**config.mk**
```make
export PLATFORM = sky130hd
export DESIGN_NAME = pc_stack_counter_flat
export DESIGN_NICKNAME = d
export VERILOG_FILES = /design/src/rtl/pc_stack_counter_pkg.sv /design/src/rtl/pc_stack_counter_if.sv /design/src/rtl/pc_stack_counter_lifo.sv /design/src/rtl/pc_stack_counter.sv /design/src/flat_wrapper.sv
export SDC_FILE = /design/constraint.sdc
export NUM_CORES = 1
export LEC_CHECK = 0
export CORE_AREA = 5 5 112 114
export CTS_BUF_LIST = sky130_fd_sc_hd__clkbuf_8 sky130_fd_sc_hd__clkbuf_16
export CTS_CLUSTER_DIAMETER = 40
export DETAILED_ROUTE_END_ITERATION = 7
export DIE_AREA = 0 0 117 119
export HOLD_SLACK_MARGIN = 0.1
export PLACE_DENSITY = 0.55
export SYNTH_ARGS = -nofsm -noshare
export SYNTH_HDL_FRONTEND = slang
export SYNTH_SLANG_ARGS = --single-unit
```
**constraint.sdc**
```tcl
create_clock -name clk -period 2.3 [get_ports clk]
set_clock_uncertainty 0.2 [all_clocks]
set_input_delay 0.69 -clock clk [delete_from_list [all_inputs] [get_ports clk]]
set_output_delay 0.69 -clock clk [all_outputs]
set_load 0.005 [all_outputs]
```
**src/rtl/pc_stack_counter_pkg.sv**
```systemverilog
// Shared types and width helpers for the program counter / return-address stack.
// Optional relative-branch support is enabled with `define PC_REL_BRANCH_EN.
package pc_pkg;

    localparam int unsigned ADDR_W_DEF      = 12;
    localparam int unsigned STACK_DEPTH_DEF = 4;
    localparam int unsigned STACK_DEPTH_MAX = 16;

    // Stack pointer counts 0..DEPTH inclusive, hence DEPTH+1 states.
    function automatic int unsigned sp_width(input int unsigned depth);
        return $clog2(depth + 1);
    endfunction

    localparam int unsigned SP_W_DEF = sp_width(STACK_DEPTH_DEF);

    typedef enum logic [2:0] {
        OP_HOLD,
        OP_INC,
        OP_LOAD,
        OP_REL,
        OP_CALL,
        OP_RET
    } pc_op_t;

endpackage

```
**src/rtl/pc_stack_counter_if.sv**
```systemverilog
// Decoder-to-program-counter bus: control strobes in, address and stack status out.
// Carries rel_branch/rel_offset only when PC_REL_BRANCH_EN is defined.
interface pc_stack_counter_if #(
    parameter int unsigned ADDR_W = pc_pkg::ADDR_W_DEF,
    parameter int unsigned SP_W   = pc_pkg::SP_W_DEF
);

    logic              enable;
    logic              load;
    logic              call;
    logic              ret;
    logic              clear_err;
    logic [ADDR_W-1:0] load_value;
`ifdef PC_REL_BRANCH_EN
    logic              rel_branch;
    logic [ADDR_W-1:0] rel_offset;
`endif
    logic [ADDR_W-1:0] pc;
    logic [SP_W-1:0]   sp;
    logic              stack_full;
    logic              stack_empty;
    logic              overflow_err;
    logic              underflow_err;

    modport master (
`ifdef PC_REL_BRANCH_EN
        output rel_branch, rel_offset,
`endif
        output enable, load, call, ret, clear_err, load_value,
        input  pc, sp, stack_full, stack_empty, overflow_err, underflow_err
    );

    modport slave (
`ifdef PC_REL_BRANCH_EN
        input  rel_branch, rel_offset,
`endif
        input  enable, load, call, ret, clear_err, load_value,
        output pc, sp, stack_full, stack_empty, overflow_err, underflow_err
    );

endinterface

```
**src/rtl/pc_stack_counter_lifo.sv**
```systemverilog
// Return-address LIFO: registered entries and count, combinational top/full/empty.
module ret_addr_lifo #(
    parameter int unsigned DATA_W = 12,
    parameter int unsigned DEPTH  = 4,
    parameter int unsigned CNT_W  = $clog2(DEPTH + 1)
) (
    input  logic              clk,
    input  logic              rst_n,
    input  logic              push_i,
    input  logic              pop_i,
    input  logic [DATA_W-1:0] data_i,
    output logic [DATA_W-1:0] top_o,
    output logic [CNT_W-1:0]  count_o,
    output logic              full_o,
    output logic              empty_o
);

    logic [DATA_W-1:0] mem_q [DEPTH];
    logic [CNT_W-1:0]  count_q;
    logic [CNT_W-1:0]  count_d;
    logic              push_ok_c;
    logic              pop_ok_c;

    assign full_o    = (count_q == CNT_W'(DEPTH));
    assign empty_o   = (count_q == '0);
    assign push_ok_c = push_i & ~full_o;
    assign pop_ok_c  = pop_i & ~empty_o & ~push_i;
    assign count_o   = count_q;

    always_comb begin
        count_d = count_q;
        if (push_ok_c) begin
            count_d = count_q + CNT_W'(1);
        end else if (pop_ok_c) begin
            count_d = count_q - CNT_W'(1);
        end
    end

    // Only the entry just below the pointer is ever selected; empty reads as zero.
    always_comb begin
        top_o = '0;
        for (int unsigned i = 0; i < DEPTH; i++) begin
            if (count_q == CNT_W'(i + 1)) begin
                top_o = mem_q[i];
            end
        end
    end

    always_ff @(posedge clk or negedge rst_n) begin
        if (!rst_n) begin
            count_q <= '0;
            for (int unsigned i = 0; i < DEPTH; i++) begin
                mem_q[i] <= '0;
            end
        end else begin
            count_q <= count_d;
            for (int unsigned i = 0; i < DEPTH; i++) begin
                if (push_ok_c && (count_q == CNT_W'(i))) begin
                    mem_q[i] <= data_i;
                end
            end
        end
    end

endmodule

```
**src/rtl/pc_stack_counter.sv**
```systemverilog
// Program counter with call/return stack, sticky stack-error flags and full/empty status.
// Define PC_REL_BRANCH_EN to add pc-relative branching below load in priority.
module pc_stack_counter
    import pc_pkg::*;
#(
    parameter int unsigned       ADDR_W      = ADDR_W_DEF,
    parameter int unsigned       STACK_DEPTH = STACK_DEPTH_DEF,
    parameter logic [ADDR_W-1:0] RESET_PC    = '0
) (
    input logic               clk,
    input logic               reset,
    pc_stack_counter_if.slave bus
);

    localparam int unsigned SP_W = sp_width(STACK_DEPTH);

    pc_op_t            op_c;
    logic              push_c;
    logic              pop_c;
    logic [ADDR_W-1:0] ret_addr_c;
    logic [ADDR_W-1:0] lifo_top;
    logic [SP_W-1:0]   lifo_count;
    logic              lifo_full;
    logic              lifo_empty;
    logic [ADDR_W-1:0] pc_q;
    logic [ADDR_W-1:0] pc_d;
    logic              ovf_q;
    logic              ovf_d;
    logic              unf_q;
    logic              unf_d;

    // One action per cycle: ret > call > load > rel_branch > enable > hold.
    always_comb begin
        op_c = OP_HOLD;
        if (bus.ret) begin
            op_c = OP_RET;
        end else if (bus.call) begin
            op_c = OP_CALL;
        end else if (bus.load) begin
            op_c = OP_LOAD;
`ifdef PC_REL_BRANCH_EN
        end else if (bus.rel_branch) begin
            op_c = OP_REL;
`endif
        end else if (bus.enable) begin
            op_c = OP_INC;
        end
    end

    assign push_c     = (op_c == OP_CALL) & ~lifo_full;
    assign pop_c      = (op_c == OP_RET) & ~lifo_empty;
    assign ret_addr_c = pc_q + ADDR_W'(1);

    // Clear is applied first so a coincident new error leaves the flag set.
    always_comb begin
        pc_d  = pc_q;
        ovf_d = ovf_q & ~bus.clear_err;
        unf_d = unf_q & ~bus.clear_err;
        case (op_c)
            OP_RET: begin
                if (lifo_empty) begin
                    unf_d = 1'b1;
                end else begin
                    pc_d = lifo_top;
                end
            end
            OP_CALL: begin
                if (lifo_full) begin
                    ovf_d = 1'b1;
                end else begin
                    pc_d = bus.load_value;
                end
            end
            OP_LOAD: pc_d = bus.load_value;
`ifdef PC_REL_BRANCH_EN
            OP_REL:  pc_d = pc_q + bus.rel_offset;
`endif
            OP_INC:  pc_d = pc_q + ADDR_W'(1);
            default: pc_d = pc_q;
        endcase
    end

    always_ff @(posedge clk or negedge reset) begin
        if (!reset) begin
            pc_q  <= RESET_PC;
            ovf_q <= 1'b0;
            unf_q <= 1'b0;
        end else begin
            pc_q  <= pc_d;
            ovf_q <= ovf_d;
            unf_q <= unf_d;
        end
    end

    ret_addr_lifo #(
        .DATA_W (ADDR_W),
        .DEPTH  (STACK_DEPTH),
        .CNT_W  (SP_W)
    ) u_lifo (
        .clk     (clk),
        .rst_n   (reset),
        .push_i  (push_c),
        .pop_i   (pop_c),
        .data_i  (ret_addr_c),
        .top_o   (lifo_top),
        .count_o (lifo_count),
        .full_o  (lifo_full),
        .empty_o (lifo_empty)
    );

    assign bus.pc            = pc_q;
    assign bus.sp            = lifo_count;
    assign bus.stack_full    = lifo_full;
    assign bus.stack_empty   = lifo_empty;
    assign bus.overflow_err  = ovf_q;
    assign bus.underflow_err = unf_q;

endmodule

```
**src/flat_wrapper.sv**
```systemverilog
// flat-port wrapper written by rule: the top's interface ports become plain ports
module pc_stack_counter_flat import pc_pkg::*;
#(
    parameter int unsigned       ADDR_W      = ADDR_W_DEF,
    parameter int unsigned       STACK_DEPTH = STACK_DEPTH_DEF,
    parameter logic [ADDR_W-1:0] RESET_PC    = '0
)
  (clk, reset, bus_enable, bus_load, bus_call, bus_ret, bus_clear_err, bus_load_value, bus_pc, bus_sp, bus_stack_full, bus_stack_empty, bus_overflow_err, bus_underflow_err);
  pc_stack_counter_if #(.ADDR_W(ADDR_W), .SP_W((3))) bus_i ();
  input logic clk;
  input logic reset;
  input wire logic [$bits(bus_i.enable)-1:0] bus_enable;
  input wire logic [$bits(bus_i.load)-1:0] bus_load;
  input wire logic [$bits(bus_i.call)-1:0] bus_call;
  input wire logic [$bits(bus_i.ret)-1:0] bus_ret;
  input wire logic [$bits(bus_i.clear_err)-1:0] bus_clear_err;
  input wire logic [$bits(bus_i.load_value)-1:0] bus_load_value;
  output wire logic [$bits(bus_i.pc)-1:0] bus_pc;
  output wire logic [$bits(bus_i.sp)-1:0] bus_sp;
  output wire logic [$bits(bus_i.stack_full)-1:0] bus_stack_full;
  output wire logic [$bits(bus_i.stack_empty)-1:0] bus_stack_empty;
  output wire logic [$bits(bus_i.overflow_err)-1:0] bus_overflow_err;
  output wire logic [$bits(bus_i.underflow_err)-1:0] bus_underflow_err;
  assign bus_i.enable = bus_enable;
  assign bus_i.load = bus_load;
  assign bus_i.call = bus_call;
  assign bus_i.ret = bus_ret;
  assign bus_i.clear_err = bus_clear_err;
  assign bus_i.load_value = bus_load_value;
  assign bus_pc = bus_i.pc;
  assign bus_sp = bus_i.sp;
  assign bus_stack_full = bus_i.stack_full;
  assign bus_stack_empty = bus_i.stack_empty;
  assign bus_overflow_err = bus_i.overflow_err;
  assign bus_underflow_err = bus_i.underflow_err;
  pc_stack_counter #(.ADDR_W(ADDR_W), .STACK_DEPTH(STACK_DEPTH), .RESET_PC(RESET_PC)) u_core (.clk(clk), .reset(reset), .bus(bus_i));
endmodule
```
### Word level (Yosys, flattened, before mapping)

Cells that the tools add are included.

| storage, ports and cells | value |
|---|---|
| input port bits | 19 |
| output and inout port bits | 19 |
| bits in registers | 65 |
| logic and storage cells | 57 |

| cells by class | value |
|---|---|
| equal/unequal tests | 10 |
| add/sub/neg operators | 3 |
| reduce and logical (&&, ||, !) cells | 8 |
| bitwise operators | 11 |
| muxes and demuxes | 17 |

Operator list:

| cell | count |
|---|---|
| 12-bit two-way mux | 6 |
| 12-bit one-hot mux with 4 select lines | 1 |
| 3-bit two-way mux | 5 |
| 12-bit by 1-bit adder with 12-bit output, second input constant | 1 |
| 3-bit by 2-bit == test with 1-bit output, second input constant | 3 |
| 3-bit == test, second input constant | 3 |
| 1-bit bitwise AND | 7 |
| 3-bit by 1-bit == test with 1-bit output, second input constant | 2 |
| 1-bit two-way mux | 5 |
| 1-bit logical AND | 4 |
| 2-bit inequality test, second input constant | 2 |
| 1-bit NOT | 4 |
| 4-bit nonzero test | 1 |
| 3-bit by 1-bit adder with 3-bit output, second input constant | 1 |
| 3-bit zero test | 1 |
| 3-bit AND reduction | 1 |
| 3-bit by 1-bit subtractor with 3-bit output, second input constant | 1 |
| 2-bit nonzero test | 1 |

### Logic depth before layout (Yosys ltp)

| logic depth | value |
|---|---|
| depth in word-level cells | 10 |
| depth in mapped cells | 10 |
| mapped depth without buffers | 8 |

### By module

From an unflattened synthesis, not the netlist that was laid out.

| second synthesis, totals | value |
|---|---|
| cells, all modules | 313 |
| area total of the unflattened synthesis | 3490.8 um2 |

By module, submodules not included:

| module | cells each | sequential area each (um2) | area each (um2) | times used |
|---|---|---|---|---|
| ret_addr_lifo | 195 | 1276.2 | 2442.3 | 1 |
| pc_stack_counter | 118 | 350.3 | 1048.5 | 1 |

### Worst setup path after synthesis

OpenSTA, ideal clock, no wires.

| timing | value |
|---|---|
| kind | register to register |
| start | register u_core.u_lifo.count_q[2], in the netlist u_core.u_lifo.count_o[2] |
| end | register u_core.pc_q[10], in the netlist u_core.bus.pc[10] |
| period minus slack after synthesis | 2.310 ns |
| path slack | -0.010 ns |
| data required time | 1.970 ns |
| cell stages (with the launch flop) | 11 |
| buffers on the path | 4 |
| arrival time | 1.980 ns |
| setup time | 0.130 ns |
| cells stage by stage | dfrtp_1 > buf_6 > buf_2 > inv_1 > ha_1 > buf_2 > clkbuf_1 > a221oi_1 > a21oi_1 > a221oi_1 > o2bb2ai_1 |

| on the way | value |
|---|---|
| word-level cells in the longest chain between the ends | 7 |
| elaborated cells on any way between the ends | 14 |
| those cells by class | 6 x eq/ne; 6 x mux; 2 x reduce/logical |

RTL lines:

| element | line | source |
|---|---|---|
| start, declared | pc_stack_counter_lifo.sv:19 | `logic [CNT_W-1:0] count_q;` |
| start signal, assigned | pc_stack_counter_lifo.sv:56 | `count_q <= count_d;` |
| 3-bit by 1-bit == test with 1-bit output | pc_stack_counter_lifo.sv:43 | `if (count_q == CNT_W'(i + 1)) begin` |
| 12-bit two-way mux (4 in series) | pc_stack_counter_lifo.sv:43 |  |
| 12-bit two-way mux | pc_stack_counter.sv:61 | `if (lifo_empty) begin` |
| 12-bit one-hot mux with 4 select lines | pc_stack_counter.sv:59 | `case (op_c)` |
| end signal, assigned | pc_stack_counter.sv:89 | `pc_q <= pc_d;` |
| end, declared | pc_stack_counter.sv:25 | `logic [ADDR_W-1:0] pc_q;` |

Parallel ways exist; a longest one is shown, timed or not. The select of a mux whose other input is x is not followed.
A chain may end at the register's enable or synchronous reset.

### Final worst setup path

| timing | value |
|---|---|
| start | register u_core.u_lifo.count_q[2], in the netlist u_core.u_lifo.count_o[2] |
| end | output port bus_sp[2] |

RTL lines:

| element | line | source |
|---|---|---|
| end, declared | flat_wrapper.sv:19 | `output wire logic [$bits(bus_i.sp)-1:0] bus_sp;` |

No word-level cell between the ends.

==> flow_results.org <==
** Setup path
- CP Max Fanout :: 6
- Peak per-stage delay on the critical path :: 0.49 ns
- Arrival time at the worst endpoint :: 1.37 ns
- Register-to-register path setup slack :: 0.08 ns
- Gate family responsible for the most delay along the worst path :: buffers and inverters
- The critical path is of the flip-flop to output port type.
- The worst setup path is captured at an output port.
- Together, buffers and inverters on the worst path number 2.
- The signal on the critical path passes through buf_6 -> clkdlybuf4s50_1.
- Logic depth of the worst path, buffers included :: 2
- R2R cell count :: 8
- Worst endpoint required time :: 1.41 ns
- STA classifies the critical path startpoint as a flip-flop.
- Master of the slowest instance on the critical path :: sky130_fd_sc_hd__clkdlybuf4s50_1

** Clock tree
- The tree is rooted in a sky130_fd_sc_hd__clkbuf_16.
- H-tree Lvls :: 3
- TritonCTS built the clock tree.
- Cts bufs inserted :: 9
- Maximum count of clock buffers along a single path :: 2
- CTS saw 65 sinks.
- Clock insertion delay at the later pin of the skew report :: 0.32 ns
- Post-CTS clock slew at the launch and capture registers of the worst setup and hold paths :: 0.05 ns

** Floorplan
- Top-Level Pins :: 38
- The die is 117 microns wide.
- In this run the vertical extent of the chip is 119 microns.
- Starting density of the core :: 30.6%
- Area of the die :: 0.0139 sq mm
- The floorplan has 39 rows.
- Placeable core region :: 0.0113 sq mm

** Logic synthesis
- Synthesis handed over a netlist of 368 instances.
- Avg Synthesized Cell Area :: 9.41 sq um
- Counting distinct cell types in the post-synthesis netlist gives 51.
- Commonest register cell after synthesis :: sky130_fd_sc_hd__dfrtp_1
- Portion of synthesized cell area occupied by the leading cell type :: 47.0%
- Yosys mapped a number of flops with a built-in enable equal to 0.
- The cell area that synthesis handed to floorplanning was 0.00346 sq mm.
- After synthesis the netlist holds a flip-flop and latch count of 65.
- For this run, the number of Yosys warnings is 0.
- Share of synthesized registers carrying an async set or reset :: 100%
- The synthesized design spends more area on one cell type than any other, namely sky130_fd_sc_hd__dfrtp_1.
- Synthesis produced a netlist with a net count of 394.
- Cell types with the largest area share after synthesis :: sky130_fd_sc_hd__dfrtp_1, sky130_fd_sc_hd__a21oi_1, sky130_fd_sc_hd__nor2_1
- Sequential area share after synthesis :: 47.0%

** STA
- Slew at the pin with the worst max-slew slack :: 0.557 ns
- Relative slew margins :: 62.8%
- In the post-route analysis, the smallest setup slack over all paths is 0.0384 ns.
- Final worst path period share :: 98.3%
- Number of max-slew violations in the final report :: 0
- Setup repair after global routing could not meet its margin everywhere.
- Based on the critical path, the design can be clocked at up to 0.442 GHz.
- Final critical-path required period :: 2.26 ns
- Setup-failing EPs final :: 0
- Final hold violations :: 0

** Power
- Highest ir drop seen on vdd :: 0.533 mV
- Power density over the cells :: 1360 mW/mm^2
- The analysis attributes to cell leakage a power of 0.00199 uW.

** Detailed routing
- In this run, the number of DRC markers left after iteration 0 of detailed routing was 229.
- The final layout contains routed wiring with a total length of 9340 microns.
- Using the TritonRoute via totals, the vias-per-cell ratio works out to 4.98.
- Number of vias after detailed routing :: 2951
- For this run, design rule violations remaining after detail routing come to 0.
- 1st-pass router iterations :: 4
- Once detail routing completed, the nets flagged for antenna violations numbered 0.
- Dividing the detail-routed wire length by the instance count gives 15.7 microns.

** Global route
- Summed over all layers, the global routing overflow is 0.
- The initial antenna violation count was 0.
- Number of global-route vias before repair :: 2940
- Total global routing track utilization :: 14.0%
- Maximum number of pins on one net before global-route repair :: 66
- The first global-routing pass estimated 15300 microns of wire.

** Placement
- After legalization and detailed placement, the total HPWL measured 6870 microns.
- Routability cong. :: 0.806
- Area post-placement :: 0.00431 sq mm
- Port bufs :: 37
- OpenSTA, run right after detailed placement, puts the worst setup slack at -0.345 ns.

** Final layout
- Total of fill cells in the finished design :: 1130
- Compared with the post-synthesis result, the final layout area differs by 35.5%.
- The post-route netlist has 23.1% of its cells at a drive strength greater than 1.
- 0 antenna diodes ended up in the layout.
- Summing all multi-input logic gate instances after layout gives 0.00172 sq mm.
- Registers take 0.00163 sq mm.
- After routing the design area is 0.00469 sq mm.
- For this run, the post-layout net count is 472.

** Worst hold path
- Path type of the worst min-delay path :: input pin to async pin

** Flow run
- Across the run, the number of max-cap violations was 0.

** Status
- Status :: finished clean
-- registers in the layout (all words and copies together) (netlist names) --
signal and flops:
u_core.u_lifo.mem_q 48, u_core.bus.overflow_err 1, u_core.u_lifo.count_o 3, u_core.bus.underflow_err 1, u_core.bus.pc 12
-- cell usage after synthesis (all sizes together), types with 3 or more instances --
| master | count |
|---|---|
| a21oi | 58 |
| nor3b | 6 |
| mux2i | 5 |
| nor3 | 4 |
| nand2 | 32 |
| a221o | 4 |
| xnor2 | 9 |
| clkbuf | 5 |
| inv | 13 |
| mux2 | 4 |
| o211ai | 3 |
| xor2 | 3 |
| ha | 7 |
| o221ai | 4 |
| buf | 19 |
| nor2 | 62 |
| a221oi | 9 |
| o21ai | 22 |
| nand3 | 6 |
| o22ai | 3 |
| o22a | 4 |
| a31oi | 3 |
| dfrtp | 65 |
-- power breakdown --
| group | switching (uW) | internal, uW | leakage (uW) |
|---|---|---|---|
| logic | 1440 | 1420 | 0.00107 |
| clock network | 461 | 883 | 0.000153 |
| registers | 456 | 1720 | 0.000772 |
| total | 2350 | 4030 | 0.00199 |
-- final timing paths --
kind                                          startpoint                       end
worst max-delay path            u_core.u_lifo.count_o[2]                 bus_sp[2]
worst min-delay path                               reset  u_core.u_lifo.count_o[1]
worst max register to register  u_core.u_lifo.count_o[0]          u_core.bus.pc[7]
worst min register to register    u_core.u_lifo.mem_q[1]    u_core.u_lifo.mem_q[1]
max in group asynchronous                          reset          u_core.bus.pc[0]
min in group clk                  u_core.u_lifo.mem_q[1]    u_core.u_lifo.mem_q[1]
-- layout by cell type (no fill, tap or decap), types with 6 or more instances in the layout --
cell type	n
sky130_fd_sc_hd__a21oi_1	57
sky130_fd_sc_hd__a221oi_1	6
sky130_fd_sc_hd__buf_4	49
sky130_fd_sc_hd__clkbuf_16	9
sky130_fd_sc_hd__clkdlybuf4s50_1	33
sky130_fd_sc_hd__dfrtp_1	61
sky130_fd_sc_hd__inv_1	12
sky130_fd_sc_hd__nand2_1	31
sky130_fd_sc_hd__nor2_1	60
sky130_fd_sc_hd__o21ai_0	18
sky130_fd_sc_hd__xnor2_1	9
-- metrics by stage --
| stage | cells | hold WS, ns | total power, uW | util, % | TNS [ns] |
|---|---|---|---|---|---|
| after floorplan | 368 | 0.194 | 3730 | - | 0 |
| after global placement | 577 | 0.290 | 4890 | 38.1 | -12.98 |
| after detailed placement | 577 | 0.296 | 4950 | 38.1 | -13.58 |
| after CTS | 592 | 0.197 | 6360 | 40.9 | 0 |
| after global routing | 593 | 0.213 | 6850 | 41.5 | -0.0111 |
| final | 593 | 0.168 | 6380 | 41.5 | 0 |
-- layout make-up --
| type | instances | area share, % |
|---|---|---|
| multi-input combinational | 266 | 36.6 |
| timing repair buffer | 91 | 17.4 |
| clock buffer | 11 | 5.38 |
| inverter | 13 | 1.04 |
| tap | 143 | 3.81 |
| clock inverter | 4 | 0.933 |
| sequential | 65 | 34.8 |
-- what timing repair did --
| item | CTS | global route |
|---|---|---|
| setup endpoints to repair | 9 | 40 |
| setup buffers | 0 | 1 |
| gates resized for setup | 11 | 14 |
| hold buffers | 0 | 0 |
-- routing by layer --
layer / vias to the layer above / track usage [%] / part of all wire [%]
met5: - / 0 / 0
li1: 1453 / - / -
met3: 11 / 2.79 / 5.4
met4: 0 / 5.23 / 2.2
met2: 68 / 20.5 / 45
met1: 1419 / 20.2 / 47
-- cells by family after synthesis --
| logic type | after synthesis | share of synthesized area, % |
|---|---|---|
| compound gates | 115 | 20.2 |
| xor+xnor | 12 | 3.03 |
| fa+ha+maj | 7 | 2.53 |
| buf+inv | 37 | 5.31 |
| flops | 65 | 47.0 |
| mux | 9 | 2.75 |
| simple gates | 123 | 19.3 |
Note: power is estimated with default switching activity, not from simulation.
==> variant, RTL diff (same flow settings) <==
The package constant `ADDR_W_DEF` goes from 12 to 14.
--- a/src/rtl/pc_stack_counter_pkg.sv
+++ b/src/rtl/pc_stack_counter_pkg.sv
@@ -2,7 +2,7 @@
 // Optional relative-branch support is enabled with `define PC_REL_BRANCH_EN.
 package pc_pkg;
 
-    localparam int unsigned ADDR_W_DEF      = 12;
+    localparam int unsigned ADDR_W_DEF      = 14;
     localparam int unsigned STACK_DEPTH_DEF = 4;
     localparam int unsigned STACK_DEPTH_MAX = 16;
 
Interface: changed (resized bus_load_value and bus_pc); port bits go from 38 to 42. No check against the original RTL was run, so the function may have changed too.
==> variant against the unedited design <==
Setup slack better by 0.017 ns. Sequential share of layout area is 0.18 points lower. Critical path type unchanged. Wire length is 23% higher. Sequential cell count is 10 higher. Fmax is 0.74% higher. Total power is 15% higher. Count of clock-buffer cells in the layout is 1 lower. Design area is 16% higher. First-iteration DRC count is 12% higher. Die area stayed put. Global-route usage is 3.0 points higher. Largest power group unchanged. Synthesized area is 16% higher. Sequential power is 15% higher.
==> variant: results (changes against the unedited design) <==
cts:
  clk_pin_slew_ns: 0.06
  clk_latency_ns: 0.33
  cts_buffers: 9  # unchanged
  htreeDepth: 3  # unchanged
  root_buffer: "clkbuf_16"  # unchanged
  cts.repair.resized: 16  # was 11
  post_cts_buffers: 5  # was 0
  ctsLongestPathBuffers: 2  # unchanged
critical_path:
  required_ns: 1.41  # about the same
  critical_path.slowest_cell: "clkdlybuf4s50_1"  # unchanged
  max_stage_delay_ns: 0.55  # was 0.49 ns
  path_delay_family: "buffers and inverters"  # unchanged
  cp_max_fo: 7  # was 6
logic_synthesis:
  ys_top_cells_by_area: "dfrtp_1, a21oi_1, nor2_1"  # unchanged
  synth.distinct_cells: 55  # was 51
  yosysWarningCount: 0  # unchanged
  synth_async_sr_flop_share_pct: 100  # unchanged
  synthTopCellsByCount: "dfrtp_1, nor2_1, a21oi_1"  # unchanged
  ys_seq_area_share_pct: 46.6  # was 47.0%
  syn_nets: 460  # was 394
detailed_routing:
  first_iter_violations: 257  # was 229
  via_per_inst: 5.20  # was 4.98
  routed_wl_um: 11500  # was 9340 um
  dr.pass1.iters: 4  # unchanged
layout:
  largest_reg_flops: 56  # was 48
  fillers: 1048  # was 1,130
  regMostFlops: "u_core.u_lifo.mem_q"  # unchanged
  antenna_cells: 0  # unchanged
  nNetsFinal: 555  # was 472
  layout-drive-gt1-share_pct: 24.2  # was 23.1%
placed_design:
  dpl.hpwl_um: 8410  # was 6870 um
  pre_cts_slack_ns: -0.382  # was -0.345 ns
  portBuffers: 41  # was 37
  gp_congestion: 0.800  # was 0.806
global_route:
  grt_pass1_wl_um: 18500  # was 15,300 um
  gr-total-overflow: 0  # unchanged
  antenna_found_initial: 0  # unchanged
  grt_max_degree: 43  # was 66
  grt_usage_pct: 17.0  # was 14.0%
  grt_pass1_vias: 3493  # was 2,940
sta:
  slew-limit-headroom_pct: 58.9  # was 62.8%
min_path:
  worstHoldPathType: "in -> async"  # unchanged
power_and_ir_drop:
  leakage_nw: 2.30  # was 1.99 nW
  vdd_ir_drop_max_mv: 0.532  # was 0.533 mV
run_status:
  status: "complete, no violations"  # unchanged
variant: changes by cell type after synthesis, sizes merged, moves of 3 or more:
cell | before | now
nand2 | 32 | 42
buf | 19 | 24
nor2 | 62 | 74
and2 | 0 | 3
dfrtp | 65 | 75
a21oi | 58 | 70
o21ai | 22 | 19
xor2 | 3 | 7
variant: worst reg2reg max path, delay by kind of cell (launching register included):
| kind | cells | cell delay [ns] |
|---|---|---|
| buffers and inverters | 2 | 0.35 |
| DFF | 1 | 0.41 |
| and+or+nand+nor | 1 | 0.37 |
| AOI/OAI and AO/OA | 4 | 0.52 |
| adders and majority gates | 2 | 0.33 |
variant: cells by family after synthesis:
group | count (synthesis) | synth area share (%)
simple gates | 152 | 18.7
compound gates | 135 | 21.1
buf+inv | 40 | 6.00
xor+xnor | 14 | 3.05
mux | 9 | 2.36
flops | 75 | 46.6
fa+ha+maj | 7 | 2.18
variant: final timing paths:
check,end,slack (ns),depth (start not counted),start
max,bus_pc[0],0.05,1,u_core.bus.pc[0]$_DFFE_PN0P_
max in group asynchronous,u_core.u_lifo.mem_q[30]$_DFFE_PN0P_,1.19,2,reset
min,u_core.bus.pc[8]$_DFFE_PN0P_,0.16,1,reset
min reg2reg,u_core.u_lifo.mem_q[43]$_DFFE_PN0P_,0.32,1,u_core.u_lifo.mem_q[43]$_DFFE_PN0P_
max reg2reg,u_core.bus.pc[7]$_DFFE_PN0P_,0.05,9,u_core.u_lifo.count_o[0]$_DFFE_PN0P_
min in group clk,u_core.u_lifo.mem_q[43]$_DFFE_PN0P_,0.32,1,u_core.u_lifo.mem_q[43]$_DFFE_PN0P_
variant: stage by stage:
stage / instance area [um^2] / util [%] / std cells
after detailed placement: 4940 / 43.6 / 648
after global routing: 5450 / 48.1 / 675
after floorplan: 4020 / - / 432
after CTS: 5320 / 47.0 / 669
after global placement: 4940 / 43.6 / 648
final: 5450 / 48.1 / 675
variant: where the power goes:
group	switching (mW)	internal (mW)	leakage [nW]	total, mW
Combinational	1.69	1.72	1.26	3.41
Sequential	0.525	1.97	0.896	2.50
Clock	0.559	0.869	0.145	1.43
variant: metal layers:
metal  part of all wire (%)  wire length [um]  vias to the layer above  GRT usage [%]
met5                      0                 0                        -              0
met4                    2.1               238                        0           6.38
met3                    5.2               595                       23           3.75
met2                     47              5420                       81           26.4
met1                     45              5200                     1686           23.1
li1                       -                 -                     1720              -
variant: final cells by class:
cell class                 count  area [um^2]  share of cell area, %
clock buffer                  10          239                   4.39
sequential                    75         1880                   34.6
timing repair buffer         112         1040                   19.1
clock inverter                 6         63.8                   1.17
tap                          143          179                   3.29
multi-input combinational    317         2000                   36.7
inverter                      12         45.0                  0.827
